--- config.mk ---
export PLATFORM = sky130hd
export DESIGN_NAME = game_countdown_timer_flat
export DESIGN_NICKNAME = d
export VERILOG_FILES = /design/src/rtl/game_countdown_timer_pkg.sv /design/src/rtl/game_countdown_timer_if.sv /design/src/rtl/game_countdown_timer_bcd_digit.sv /design/src/rtl/game_countdown_timer.sv /design/src/flat_wrapper.sv
export SDC_FILE = /design/constraint.sdc
export NUM_CORES = 1
export LEC_CHECK = 0
export BUFFER_PORTS_ARGS = -buffer_cell sky130_fd_sc_hd__buf_2
export CAP_MARGIN = 10
export CORE_ASPECT_RATIO = 0.9
export CORE_UTILIZATION = 30
export CTS_BUF_LIST = sky130_fd_sc_hd__clkbuf_8
export CTS_CLUSTER_DIAMETER = 80
export DETAILED_ROUTE_END_ITERATION = 16
export GPL_ROUTABILITY_DRIVEN = 0
export GPL_TIMING_DRIVEN = 0
export HOLD_SLACK_MARGIN = 0.12
export SYNTH_ARGS = -nofsm -noshare
export SYNTH_HDL_FRONTEND = slang
export SYNTH_SLANG_ARGS = --single-unit
--- constraint.sdc ---
create_clock -name clk -period 3.1 [get_ports clk]
set_input_delay 0.31 -clock clk [delete_from_list [all_inputs] [get_ports clk]]
set_output_delay 0.31 -clock clk [all_outputs]
set_load 0.02 [all_outputs]
--- src/rtl/game_countdown_timer_pkg.sv ---
// Shared definitions for the game countdown timer: state encoding,
// the largest legal BCD digit and the load-time digit saturation helper.
package game_countdown_timer_pkg;

   localparam logic [1:0] ST_IDLE   = 2'd0;
   localparam logic [1:0] ST_RUN    = 2'd1;
   localparam logic [1:0] ST_PAUSED = 2'd2;
   localparam logic [1:0] ST_DONE   = 2'd3;

   localparam logic [3:0] BCD_MAX = 4'd9;

   // Clamp a nibble into the BCD range so a bad load value still shows digits.
   function automatic logic [3:0] bcd_sat(input logic [3:0] nibble);
      return (nibble > BCD_MAX) ? BCD_MAX : nibble;
   endfunction

endpackage

--- src/rtl/game_countdown_timer_if.sv ---
// Control/status bundle between the game logic (master) and the timer (slave).
interface game_countdown_timer_if #(
   parameter int DIGITS = 3
);

   logic                  tick_in;
   logic                  load;
   logic [4*DIGITS-1:0]   load_value;
   logic                  reload_en;
   logic                  start;
   logic                  pause;
   logic [4*DIGITS-1:0]   count_bcd;
   logic                  running;
   logic                  unit_tick;
   logic                  expired;
   logic                  zero;

   modport master (
      output tick_in, load, load_value, reload_en, start, pause,
      input  count_bcd, running, unit_tick, expired, zero
   );

   modport slave (
      input  tick_in, load, load_value, reload_en, start, pause,
      output count_bcd, running, unit_tick, expired, zero
   );

endinterface

--- src/rtl/game_countdown_timer_bcd_digit.sv ---
// One BCD digit of the down counter. A digit decrements only when the
// whole chain below it is borrowing, and wraps 0 -> 9 while passing the
// borrow up to the next digit.
module bcd_digit_down
   import game_countdown_timer_pkg::*;
(
   input  logic       clk,
   input  logic       rst,
   input  logic       load,
   input  logic [3:0] load_digit,
   input  logic       dec_en,
   input  logic       borrow_in,
   output logic [3:0] digit,
   output logic       borrow_out
);

   logic [3:0] digit_q, digit_d;

   // Next digit value: load has priority over a decrement step.
   always_comb begin
      digit_d = digit_q;
      if (load) begin
         digit_d = load_digit;
      end else if (dec_en && borrow_in) begin
         digit_d = (digit_q == 4'd0) ? BCD_MAX : digit_q - 4'd1;
      end
   end

   // Digit register.
   always_ff @(posedge clk) begin
      if (rst) begin
         digit_q <= 4'd0;
      end else begin
         digit_q <= digit_d;
      end
   end

   assign digit      = digit_q;
   assign borrow_out = borrow_in && (digit_q == 4'd0);

endmodule

--- src/rtl/game_countdown_timer.sv ---
// BCD countdown timer: divides tick_in by TICKS_PER_UNIT and counts a
// DIGITS-wide BCD value down to zero, either once or with auto-reload.
module game_countdown_timer
   import game_countdown_timer_pkg::*;
#(
   parameter int TICKS_PER_UNIT = 1000,
   parameter int DIGITS         = 3
) (
   input  logic                  clk,
   input  logic                  rst,
   game_countdown_timer_if.slave bus
);

   localparam int CW      = 4 * DIGITS;
   localparam int PRESC_W = $clog2(TICKS_PER_UNIT + 1);
   localparam logic [PRESC_W-1:0] PRESC_LAST = PRESC_W'(TICKS_PER_UNIT - 1);

   logic [1:0]         state_q, state_d;
   logic [PRESC_W-1:0] presc_q, presc_d;
   logic [CW-1:0]      reload_q, reload_d;
   logic               unit_tick_q, unit_tick_d;
   logic               expired_q, expired_d;

   logic [CW-1:0]      count;
   logic [CW-1:0]      load_sat;
   logic [CW-1:0]      digit_load_value;
   logic [DIGITS:0]    borrow;
   logic               count_zero;
   logic               term_tick;
   logic               dec_en;
   logic               expire_now;
   logic               reload_now;
   logic               digit_load;

   // Saturate every incoming load nibble into the BCD range.
   always_comb begin
      load_sat = '0;
      for (int i = 0; i < DIGITS; i++) begin
         load_sat[4*i +: 4] = bcd_sat(bus.load_value[4*i +: 4]);
      end
   end

   // The borrow chain is seeded with 1, so a borrow out of the top digit
   // means every digit is zero.
   assign borrow[0]  = 1'b1;
   assign count_zero = borrow[DIGITS];

   // Load and pause take precedence over a tick arriving in the same cycle.
   assign term_tick  = (state_q == ST_RUN) && bus.tick_in && !bus.load &&
                       !bus.pause && (presc_q == PRESC_LAST);
   assign dec_en     = term_tick && !count_zero;
   assign expire_now = dec_en && (count == CW'(1));
   assign reload_now = expire_now && bus.reload_en && (reload_q != '0);

   assign digit_load       = bus.load || reload_now;
   assign digit_load_value = bus.load ? load_sat : reload_q;

   genvar g;
   generate
      for (g = 0; g < DIGITS; g++) begin : g_digit
         bcd_digit_down u_digit (
            .clk        (clk),
            .rst        (rst),
            .load       (digit_load),
            .load_digit (digit_load_value[4*g +: 4]),
            .dec_en     (dec_en),
            .borrow_in  (borrow[g]),
            .digit      (count[4*g +: 4]),
            .borrow_out (borrow[g+1])
         );
      end
   endgenerate

   // Control FSM and prescaler: load > pause > start > tick counting.
   always_comb begin
      state_d     = state_q;
      presc_d     = presc_q;
      reload_d    = reload_q;
      unit_tick_d = 1'b0;
      expired_d   = 1'b0;
      if (bus.load) begin
         state_d  = ST_IDLE;
         presc_d  = '0;
         reload_d = load_sat;
      end else if (bus.pause) begin
         if (state_q == ST_RUN) begin
            state_d = ST_PAUSED;
         end
      end else if (bus.start && (state_q == ST_IDLE || state_q == ST_PAUSED)) begin
         if (count_zero) begin
            state_d   = ST_DONE;
            expired_d = 1'b1;
         end else begin
            state_d = ST_RUN;
         end
      end else if ((state_q == ST_RUN) && bus.tick_in) begin
         if (presc_q == PRESC_LAST) begin
            presc_d     = '0;
            unit_tick_d = dec_en;
            expired_d   = expire_now;
            if (expire_now && !reload_now) begin
               state_d = ST_DONE;
            end
         end else begin
            presc_d = presc_q + 1'b1;
         end
      end
   end

   // State, prescaler, reload and pulse registers.
   always_ff @(posedge clk) begin
      if (rst) begin
         state_q     <= ST_IDLE;
         presc_q     <= '0;
         reload_q    <= '0;
         unit_tick_q <= 1'b0;
         expired_q   <= 1'b0;
      end else begin
         state_q     <= state_d;
         presc_q     <= presc_d;
         reload_q    <= reload_d;
         unit_tick_q <= unit_tick_d;
         expired_q   <= expired_d;
      end
   end

   assign bus.count_bcd = count;
   assign bus.running   = (state_q == ST_RUN);
   assign bus.unit_tick = unit_tick_q;
   assign bus.expired   = expired_q;
   assign bus.zero      = count_zero;

endmodule
--- src/flat_wrapper.sv ---
// flat-port wrapper written by rule: the top's interface ports become plain ports
module game_countdown_timer_flat import game_countdown_timer_pkg::*;
#(
   parameter int TICKS_PER_UNIT = 1000,
   parameter int DIGITS         = 3
)
  (clk, rst, bus_tick_in, bus_load, bus_load_value, bus_reload_en, bus_start, bus_pause, bus_count_bcd, bus_running, bus_unit_tick, bus_expired, bus_zero);
  game_countdown_timer_if #(.DIGITS(DIGITS)) bus_i ();
  input  logic clk;
  input  logic rst;
  input wire logic [$bits(bus_i.tick_in)-1:0] bus_tick_in;
  input wire logic [$bits(bus_i.load)-1:0] bus_load;
  input wire logic [$bits(bus_i.load_value)-1:0] bus_load_value;
  input wire logic [$bits(bus_i.reload_en)-1:0] bus_reload_en;
  input wire logic [$bits(bus_i.start)-1:0] bus_start;
  input wire logic [$bits(bus_i.pause)-1:0] bus_pause;
  output wire logic [$bits(bus_i.count_bcd)-1:0] bus_count_bcd;
  output wire logic [$bits(bus_i.running)-1:0] bus_running;
  output wire logic [$bits(bus_i.unit_tick)-1:0] bus_unit_tick;
  output wire logic [$bits(bus_i.expired)-1:0] bus_expired;
  output wire logic [$bits(bus_i.zero)-1:0] bus_zero;
  assign bus_i.tick_in = bus_tick_in;
  assign bus_i.load = bus_load;
  assign bus_i.load_value = bus_load_value;
  assign bus_i.reload_en = bus_reload_en;
  assign bus_i.start = bus_start;
  assign bus_i.pause = bus_pause;
  assign bus_count_bcd = bus_i.count_bcd;
  assign bus_running = bus_i.running;
  assign bus_unit_tick = bus_i.unit_tick;
  assign bus_expired = bus_i.expired;
  assign bus_zero = bus_i.zero;
  game_countdown_timer #(.TICKS_PER_UNIT(TICKS_PER_UNIT), .DIGITS(DIGITS)) u_core (.clk(clk), .rst(rst), .bus(bus_i));
endmodule
==> summary.txt, run 1 <==
Hold buffer count at CTS -> 0
Antenna violations before repair -> 0
Top cells by area, synth -> dfxtp_1 40%, nor2_1 5.1%, xor2_1 4.6%
Slowest CP cell -> nor4_1
H-tree Lvls -> 2
Worst-path clk slew -> 80 ps
Commonest cells post-synth -> 38 x dfxtp_1, 26 x nor2_1, 13 x nand2_1
Gr ovfl total -> 0
# DRC -> 0
Area Growth Syn to Fin -> 21.7%
Pwr dens -> 506 mW/mm²
Crit Path Category -> flip-flop to output pin
Pre-Repair DR Iteration Count -> 4
Share of layout cells above drive strength 1 -> 0.185
Synth top area share -> 0.400
Post-cts resize count -> 0
Rows -> 27
Yosys reg bits -> 38
I/O pin total -> 35
Worst hold path class -> primary input to flip-flop
Cells after Synth -> 218
Mean routed wirelength per cell -> 13.1 µm
Root buffer cell -> clkbuf_8
Crit share post-route -> 0.735
Clock sinks -> 38
Yosys warns -> 0
CP endpoint kind -> output pin
Required @ worst endpoint -> 2790 ps
Slew margin rel. -> 0.584
Antenna fix cells -> 0
Worst setup SP type -> flip-flop
Fill count -> 631
RSZ-0062 raised after global routing -> no
Hold Slack -> 267 ps
GRT Util Overall -> 0.147
Mean Syn Cell Area -> 8.72 µm²
Hpwl dp -> 3.51 mm
Routed WL -> 4.53 mm
Overall power -> 1170 µW
Critical path data arrival time -> 1970 ps
Net count after synthesis -> 238
CTS tree -> built
Fmax -> 439 MHz
PortBufs -> 33
Vias per cell -> 4.91
DR iter-0 viols -> 164
Synthesized cell area -> 0.00190 mm²
Final critical-path required period -> 2280 ps
Primary FF master, synth -> dfxtp_1
Clock Path Buffers -> 2
Vias -> 1699
Post-Route Setup TNS -> 0 ps
Register area share after synthesis -> 0.400
Clk_skew -> 11.5 ps
Max Cap Viol -> 0
DIE WIDTH -> 85.9 µm
Post-layout instance area -> 0.00231 mm²
Die ar. -> 0.00666 mm²
Clock latency at the later pin of the worst-skew pair -> 290 ps
Dpl cell area -> 0.00217 mm²
Post-CTS Setup Inserts -> 0
Part of the power in registers -> 0.446
P_int -> 881 µW
Slew @ Worst Pin -> 620 ps
Most numerous cell in the Yosys netlist -> dfxtp_1
Switching power of the nets -> 289 µW
Fin nets -> 278
Post-synth top area cell -> dfxtp_1
Largest net degree at the start of global routing -> 14
Final setup fails -> 0
Vias in the first global route -> 1599
Leak -> 0.000909 µW
Fin util -> 0.378
Cts bufs inserted -> 5
Final Max Slew Viols -> 0
Status -> finished clean
Comb pwr share -> 0.120
Switching share of power -> 0.247
Starting Density -> 0.311
Maximum VDD drop -> 216 µV
Post-synth EDFFs -> 0
Max incr delay on CP -> 570 ps
Yosys cell types -> 44
Global-route wire length before repair -> 7.67 mm
Core Box Area -> 0.00611 mm²
Clk pwr share -> 0.434
Worst path cell trace -> clkbuf_1 > nor4_1 > nand3_1 > inv_1 > buf_2
Async set-reset flop share out of synthesis -> 0
Final ANT Viol Nets -> 0
Die height -> 77.5 µm
Fin. Hold Viols -> 0
Crit-path max FO -> 9
-- cells in the final DEF (no fill, tap or decap), types with 4 or more instances in the layout --
cell type and n:
a211oi_1 4, nand3_1 5, xor2_1 10, a31oi_1 4, nor2b_1 12, o2bb2ai_1 8, nand2_1 13, buf_2 34
and4_1 4, mux2i_1 8, dfxtp_1 38, inv_1 5, nor4_1 10, nor2_1 26, nand3b_1 4, clkbuf_8 5
nand4_1 6, clkbuf_1 6, nand2b_1 8, a21oi_1 9, o21ai_0 4
-- power groups by stage --
stage                     Combinational [µW]  Clock, µW  Sequential [µW]
final                                    140        508              522
after global routing                     157        549              524
after CTS                                140        518              522
after detailed placement                 140          0              533
after global placement                   138          0              533
after floorplan                         82.7          0              539
-- per-layer routing --
metal	wire length, µm	share of wire	GRT usage	up-vias
met5	0	0	0	-
li1	-	-	-	876
met4	48	0.011	0.0450	0
met1	2390	0.53	0.219	777
met3	219	0.048	0.0223	4
met2	1880	0.41	0.214	42
-- cells by family (layout without fill, tap and decap cells) --
logic type	after synthesis	after routing	share of synthesized area
and+or+nand+nor	108	108	0.329
AOI/OAI and AO/OA	36	36	0.130
muxes	8	8	0.0421
DFF	38	38	0.400
xor gates and xnor gates	13	13	0.0599
buffers and inverters	14	55	0.0323
adders and majority gates	1	1	0.00658
-- flip-flops by register name, summed over array words and instances, names as in the netlist --
register	flops
u_core.g_digit.u_digit.digit	12
u_core.reload_q	12
u_core.presc_q	10
u_core.state_q	2
u_core.bus.expired	1
u_core.bus.unit_tick	1
-- area by class of cell --
class                           instances  area (µm²)  share of cell area
Buffer                                  9        42.5              0.0184
Clock buffer                            5        68.8              0.0298
Clock inverter                          3        68.8              0.0298
Inverter                                5        18.8             0.00812
Multi-Input combinational cell        166        1080               0.466
Sequential cell                        38         761               0.329
Tap cell                               87         109              0.0471
Timing Repair Buffer                   33         165              0.0714
-- final timing paths --
kind | from | end | slack [ps] | cells after the start
setup / recovery | u_core.g_digit[0].u_digit.digit[0]$_SDFFE_PP0P_ | bus_zero | 820 | 5
hold / removal | bus_pause | u_core.bus.expired$_SDFF_PP0_ | 270 | 2
setup reg to reg | u_core.presc_q[0]$_SDFFE_PP0P_ | u_core.g_digit[2].u_digit.digit[3]$_SDFFE_PP0P_ | 1050 | 7
hold reg to reg | u_core.reload_q[2]$_SDFF_PP0_ | u_core.reload_q[2]$_SDFF_PP0_ | 520 | 2
-- per-stage QoR --
step                      setup slack (ps)  cells
after floorplan                       1170    218
after global placement                 966    338
after detailed placement               971    338
after CTS                              806    346
after global routing                   579    346
final                                  820    346
-- worst max-delay path, delay by kind of cell (launching register included) --
kind / cells / cell delay [ps]
AND/OR/NAND/NOR: 2 / 820
buffers and inverters: 3 / 550
flip-flops: 1 / 310
Note: power is estimated with default switching activity, not from simulation.
==> run 2: changes to the inputs <==
==> constraint.sdc (replaced) <==
create_clock -name clk -period 2 [get_ports clk]
set_input_delay 0.2 -clock clk [delete_from_list [all_inputs] [get_ports clk]]
set_output_delay 0.2 -clock clk [all_outputs]
set_load 0.02 [all_outputs]
==> summary.txt, run 2 (synthesized netlist as in run 1, its figures left out) <==
DIE WIDTH -> 85.9 µm
Starting Density -> 0.311
Vias -> 1717
Slew margin rel. -> 0.602
WP buf/inv -> 2
Hold Slack -> 162 ps
Crit share post-route -> 0.975
Post-Route Setup TNS -> 0 ps
Fin. Hold Viols -> 0
Vias in the first global route -> 1606
Final critical-path required period -> 1950 ps
Fmax -> 513 MHz
Share of layout cells above drive strength 1 -> 0.229
Leak -> 0.000921 µW
Maximum VDD drop -> 340 µV
RSZ-0062 raised after global routing -> no
Crit-path max FO -> 9
Root buffer cell -> clkbuf_8
Required @ worst endpoint -> 2170 ps
Worst-path clk slew -> 80 ps
Routed WL -> 4.68 mm
Pwr dens -> 766 mW/mm²
Area Growth Syn to Fin -> 25.9%
Die height -> 77.5 µm
Clock sinks -> 38
Final ANT Viol Nets -> 0
PortBufs -> 33
CP endpoint kind -> flip-flop
Gr ovfl total -> 0
Die ar. -> 0.00666 mm²
Fin nets -> 277
CTS tree -> built
H-tree Lvls -> 2
Final Max Slew Viols -> 0
Critical path data arrival time -> 2120 ps
Delay-heaviest family, CP -> simple AND/OR/NAND/NOR gates
Antenna violations before repair -> 0
Slowest CP cell -> or3b_4
Largest net degree at the start of global routing -> 14
Mean routed wirelength per cell -> 13.6 µm
DR iter-0 viols -> 169
I/O pin total -> 35
Cts bufs inserted -> 5
Hold path cells -> 2
Hold buffer count at CTS -> 0
Clock Path Buffers -> 2
Vias per cell -> 4.98
Worst path cell trace -> and4bb_2 > buf_6 > and4_1 > buf_6 > or3b_4 > o311ai_2 > nand3_1
Rows -> 27
Max incr delay on CP -> 380 ps
Clock latency at the later pin of the worst-skew pair -> 290 ps
Antenna fix cells -> 0
Critical path depth -> 7
Max Cap Viol -> 0
Slew @ Worst Pin -> 592 ps
Global-route wire length before repair -> 7.74 mm
Status -> finished clean
Hpwl dp -> 3.51 mm
Worst setup SP type -> flip-flop
Core Box Area -> 0.00611 mm²
Worst hold path class -> primary input to flip-flop
Clk_skew -> 11.3 ps
Most used cell, CP -> buf_6
GRT Util Overall -> 0.148
Dpl cell area -> 0.00217 mm²
Most frequent cells in the layout -> 34 x buf_2, 34 x dfxtp_1, 26 x nor2_1
# DRC -> 0
Reg2reg path depth -> 7
Crit Path Category -> flip-flop to flip-flop
Post-layout instance area -> 0.00239 mm²
Overall power -> 1830 µW
Pre-Repair DR Iteration Count -> 4
Final setup fails -> 0
run 2: cell types whose count changed in the layout (fill, tap and decap cells not counted), sizes merged:
| cell | before | now |
|---|---|---|
| clkbuf | 11 | 10 |
run 2: repair_timing:
action                     CTS  global route
buffers inserted             0             0
setup endpoints to repair    2             7
gates resized for setup      6            11
pin swaps                    0             0
run 2: metrics by stage:
| step | std cells | util | setup WS, ps |
|---|---|---|---|
| CTS | 346 | 0.383 | 27.2 |
| floorplan | 218 | - | 72.0 |
| detailed placement | 338 | 0.356 | -44.9 |
| global route | 345 | 0.391 | 4.36 |
| global placement | 338 | 0.356 | -44.9 |
| finish | 345 | 0.391 | 49.6 |
run 2: power by group:
group | total (µW) | switching [µW] | internal [µW]
combinational | 223 | 132 | 90.7
sequential | 818 | 34.9 | 783
clock | 790 | 290 | 500
total | 1830 | 457 | 1370
run 2: metal layers:
layer | wire length, µm | up-vias | global-route usage
met5 | 0 | - | 0
met4 | 48 | 0 | 0.0450
met3 | 140 | 4 | 0.0223
met2 | 1960 | 30 | 0.215
met1 | 2530 | 802 | 0.221
li1 | - | 881 | -
run 2: worst paths after layout:
kind                             startpoint                                              end  slack [ps]
max          u_core.state_q[1]$_SDFFE_PP0P_  u_core.g_digit[2].u_digit.digit[3]$_SDFFE_PP0P_          50
min                               bus_pause                    u_core.bus.expired$_SDFF_PP0_         160
max reg2reg  u_core.state_q[1]$_SDFFE_PP0P_  u_core.g_digit[2].u_digit.digit[3]$_SDFFE_PP0P_          50
min reg2reg  u_core.state_q[0]$_SDFFE_PP0P_                   u_core.state_q[0]$_SDFFE_PP0P_         500
run 2: worst register-to-register path, stage by stage, from the launching register on:
cell and delay [ps]:
dfxtp_1 340, and4bb_2 300, buf_6 140, and4_1 200, buf_6 130, or3b_4 390
o311ai_2 250, nand3_1 100
run 2: final cells by class:
type	count	area (µm²)
tap	87	109
clock buffer	5	68.8
clock inverter	3	68.8
multi-input combinational	166	1150
inverter	5	18.8
sequential	38	766
buffer	8	46.3
fill	621	3720
timing repair buffer	33	165
==> run 3: changes to the inputs <==
--- a/config.mk
+++ b/config.mk
@@ -15,6 +15,7 @@
 export GPL_ROUTABILITY_DRIVEN = 0
 export GPL_TIMING_DRIVEN = 0
 export HOLD_SLACK_MARGIN = 0.12
+export PLACE_DENSITY_LB_ADDON = 0.08
 export SYNTH_ARGS = -nofsm -noshare
 export SYNTH_HDL_FRONTEND = slang
 export SYNTH_SLANG_ARGS = --single-unit
==> summary.txt, run 3 (synthesized netlist as in run 1, its figures left out) <==
H-tree Lvls -> 2
Starting Density -> 0.311
GRT Util Overall -> 0.160
Fmax -> 523 MHz
Clk_skew -> 6.54 ps
DR iter-0 viols -> 84
FF/Latch Area -> 764 µm²
Final setup fails -> 0
Reg2reg start -> u_core.g_digit[1].u_digit.digit[3]$_SDFFE_PP0P_
Maximum VDD drop -> 218 µV
Max layer used -> met4
Critical path data arrival time -> 2140 ps
DIE WIDTH -> 85.9 µm
Fin nets -> 281
P_int -> 1150 µW
Finished Layout Cells -> 349
Footprint of the multi-input gates -> 0.00116 mm²
Cts bufs inserted -> 5
Vias -> 1714
Worst-path clk slew -> 80 ps
Root buffer cell -> clkbuf_8
Gr ovfl total -> 0
Mean routed wirelength per cell -> 14.3 µm
Vias per cell -> 4.91
Routed WL -> 4.98 mm
Fin. Hold Viols -> 0
Comb pwr share -> 0.145
Clock sinks -> 38
Pre-Repair DR Iteration Count -> 4
Worst setup SP type -> flip-flop
Die ar. -> 0.00666 mm²
Area Growth Syn to Fin -> 25.4%
Routed metal-1 wirelength -> 2.63 mm
Largest net degree at the start of global routing -> 12
Vias in the first global route -> 1629
PortBufs -> 33
Final Max Slew Viols -> 0
Final ANT Viol Nets -> 0
Max Cap Viol -> 0
Pwr dens -> 671 mW/mm²
Commonest non-fill, non-tap cell in the layout -> dfxtp_1
Dpl cell area -> 0.00217 mm²
# DRC -> 0
Post-Route Setup TNS -> 0 ps
Crit-path max FO -> 5
Leak -> 0.000927 µW
CTS tree -> built
Clk pwr share -> 0.342
Clock latency at the later pin of the worst-skew pair -> 290 ps
Die height -> 77.5 µm
Switching power of the nets -> 447 µW
Worst hold path class -> primary input to flip-flop
Required @ worst endpoint -> 2230 ps
Core Box Area -> 0.00611 mm²
Hold Slack -> 158 ps
Fill count -> 621
Crit Path Category -> flip-flop to flip-flop
I/O pin total -> 35
Slew margin rel. -> 0.578
Hold buffer count at CTS -> 0
Share of layout cells above drive strength 1 -> 0.240
Part of the power in registers -> 0.513
Overall power -> 1600 µW
Antenna fix cells -> 0
Switching share of power -> 0.279
Hpwl dp -> 3.72 mm
Crit share post-route -> 0.956
Final critical-path required period -> 1910 ps
Status -> finished clean
Antenna violations before repair -> 0
Post-layout instance area -> 0.00238 mm²
Most frequent cells in the layout -> 35 x dfxtp_1, 34 x buf_2, 26 x nor2_1
Crit path launch -> u_core.g_digit[1].u_digit.digit[3]$_SDFFE_PP0P_
Rows -> 27
Clock Path Buffers -> 2
Met3 WL post-DR -> 206 µm
Routed met2 length -> 2.10 mm
Slew @ Worst Pin -> 629 ps
Placed Cells -> 338
Global-route wire length before repair -> 8.26 mm
CP endpoint kind -> flip-flop
Hold wc startpoint -> bus_pause
-- run 3: final cells by class --
class                   count  share of cell area
inverters                   5             0.00787
well taps                  87              0.0457
plain buffers               8              0.0194
repair buffers             37              0.0819
multi-input cells         166               0.486
flip-flops and latches     38               0.321
clock buffers               6              0.0346
clock inverters             2             0.00367
-- run 3: worst max-delay path, cell delays in order (launching register included) --
cell     delay (ps)
dfxtp_1         370
nor4_4          400
and4_1          320
nand3_1         170
or4b_1          510
nand3_1          90
-- run 3: worst paths after layout --
path	end	slack (ps)	depth (start not counted)
min	u_core.bus.expired$_SDFF_PP0_	160	2
min reg2reg	u_core.state_q[0]$_SDFFE_PP0P_	500	2
max	u_core.g_digit[2].u_digit.digit[3]$_SDFFE_PP0P_	90	5
max reg2reg	u_core.g_digit[2].u_digit.digit[3]$_SDFFE_PP0P_	90	5
-- run 3: what timing repair did --
item                                   CTS  global route
endpoints found under the hold margin    0             0
gates resized for setup                  2            16
setup buffers                            0             4
setup endpoints to repair                2            14
pin swaps                                0             2
cloned                                   0             0
-- run 3: metrics by stage --
step	setup WS, ps	utilization
floorplan	72.0	-
global placement	-51.6	0.356
detailed placement	-75.8	0.356
CTS	-81.8	0.372
global route	-32.7	0.390
finish	88.1	0.390
-- run 3: metal layers --
| layer | vias up | global-route usage |
|---|---|---|
| met3 | 4 | 0.0415 |
| met5 | - | 0 |
| met1 | 804 | 0.237 |
| met2 | 27 | 0.225 |
| li1 | 879 | - |
| met4 | 0 | 0.0433 |
-- run 3: power groups by stage --
stage	Combinational, µW	Sequential (µW)	Clock (µW)
floorplan	128	836	0
global placement	222	828	0
detailed placement	223	827	0
CTS	224	810	569
global route	263	825	599
finish	232	820	547
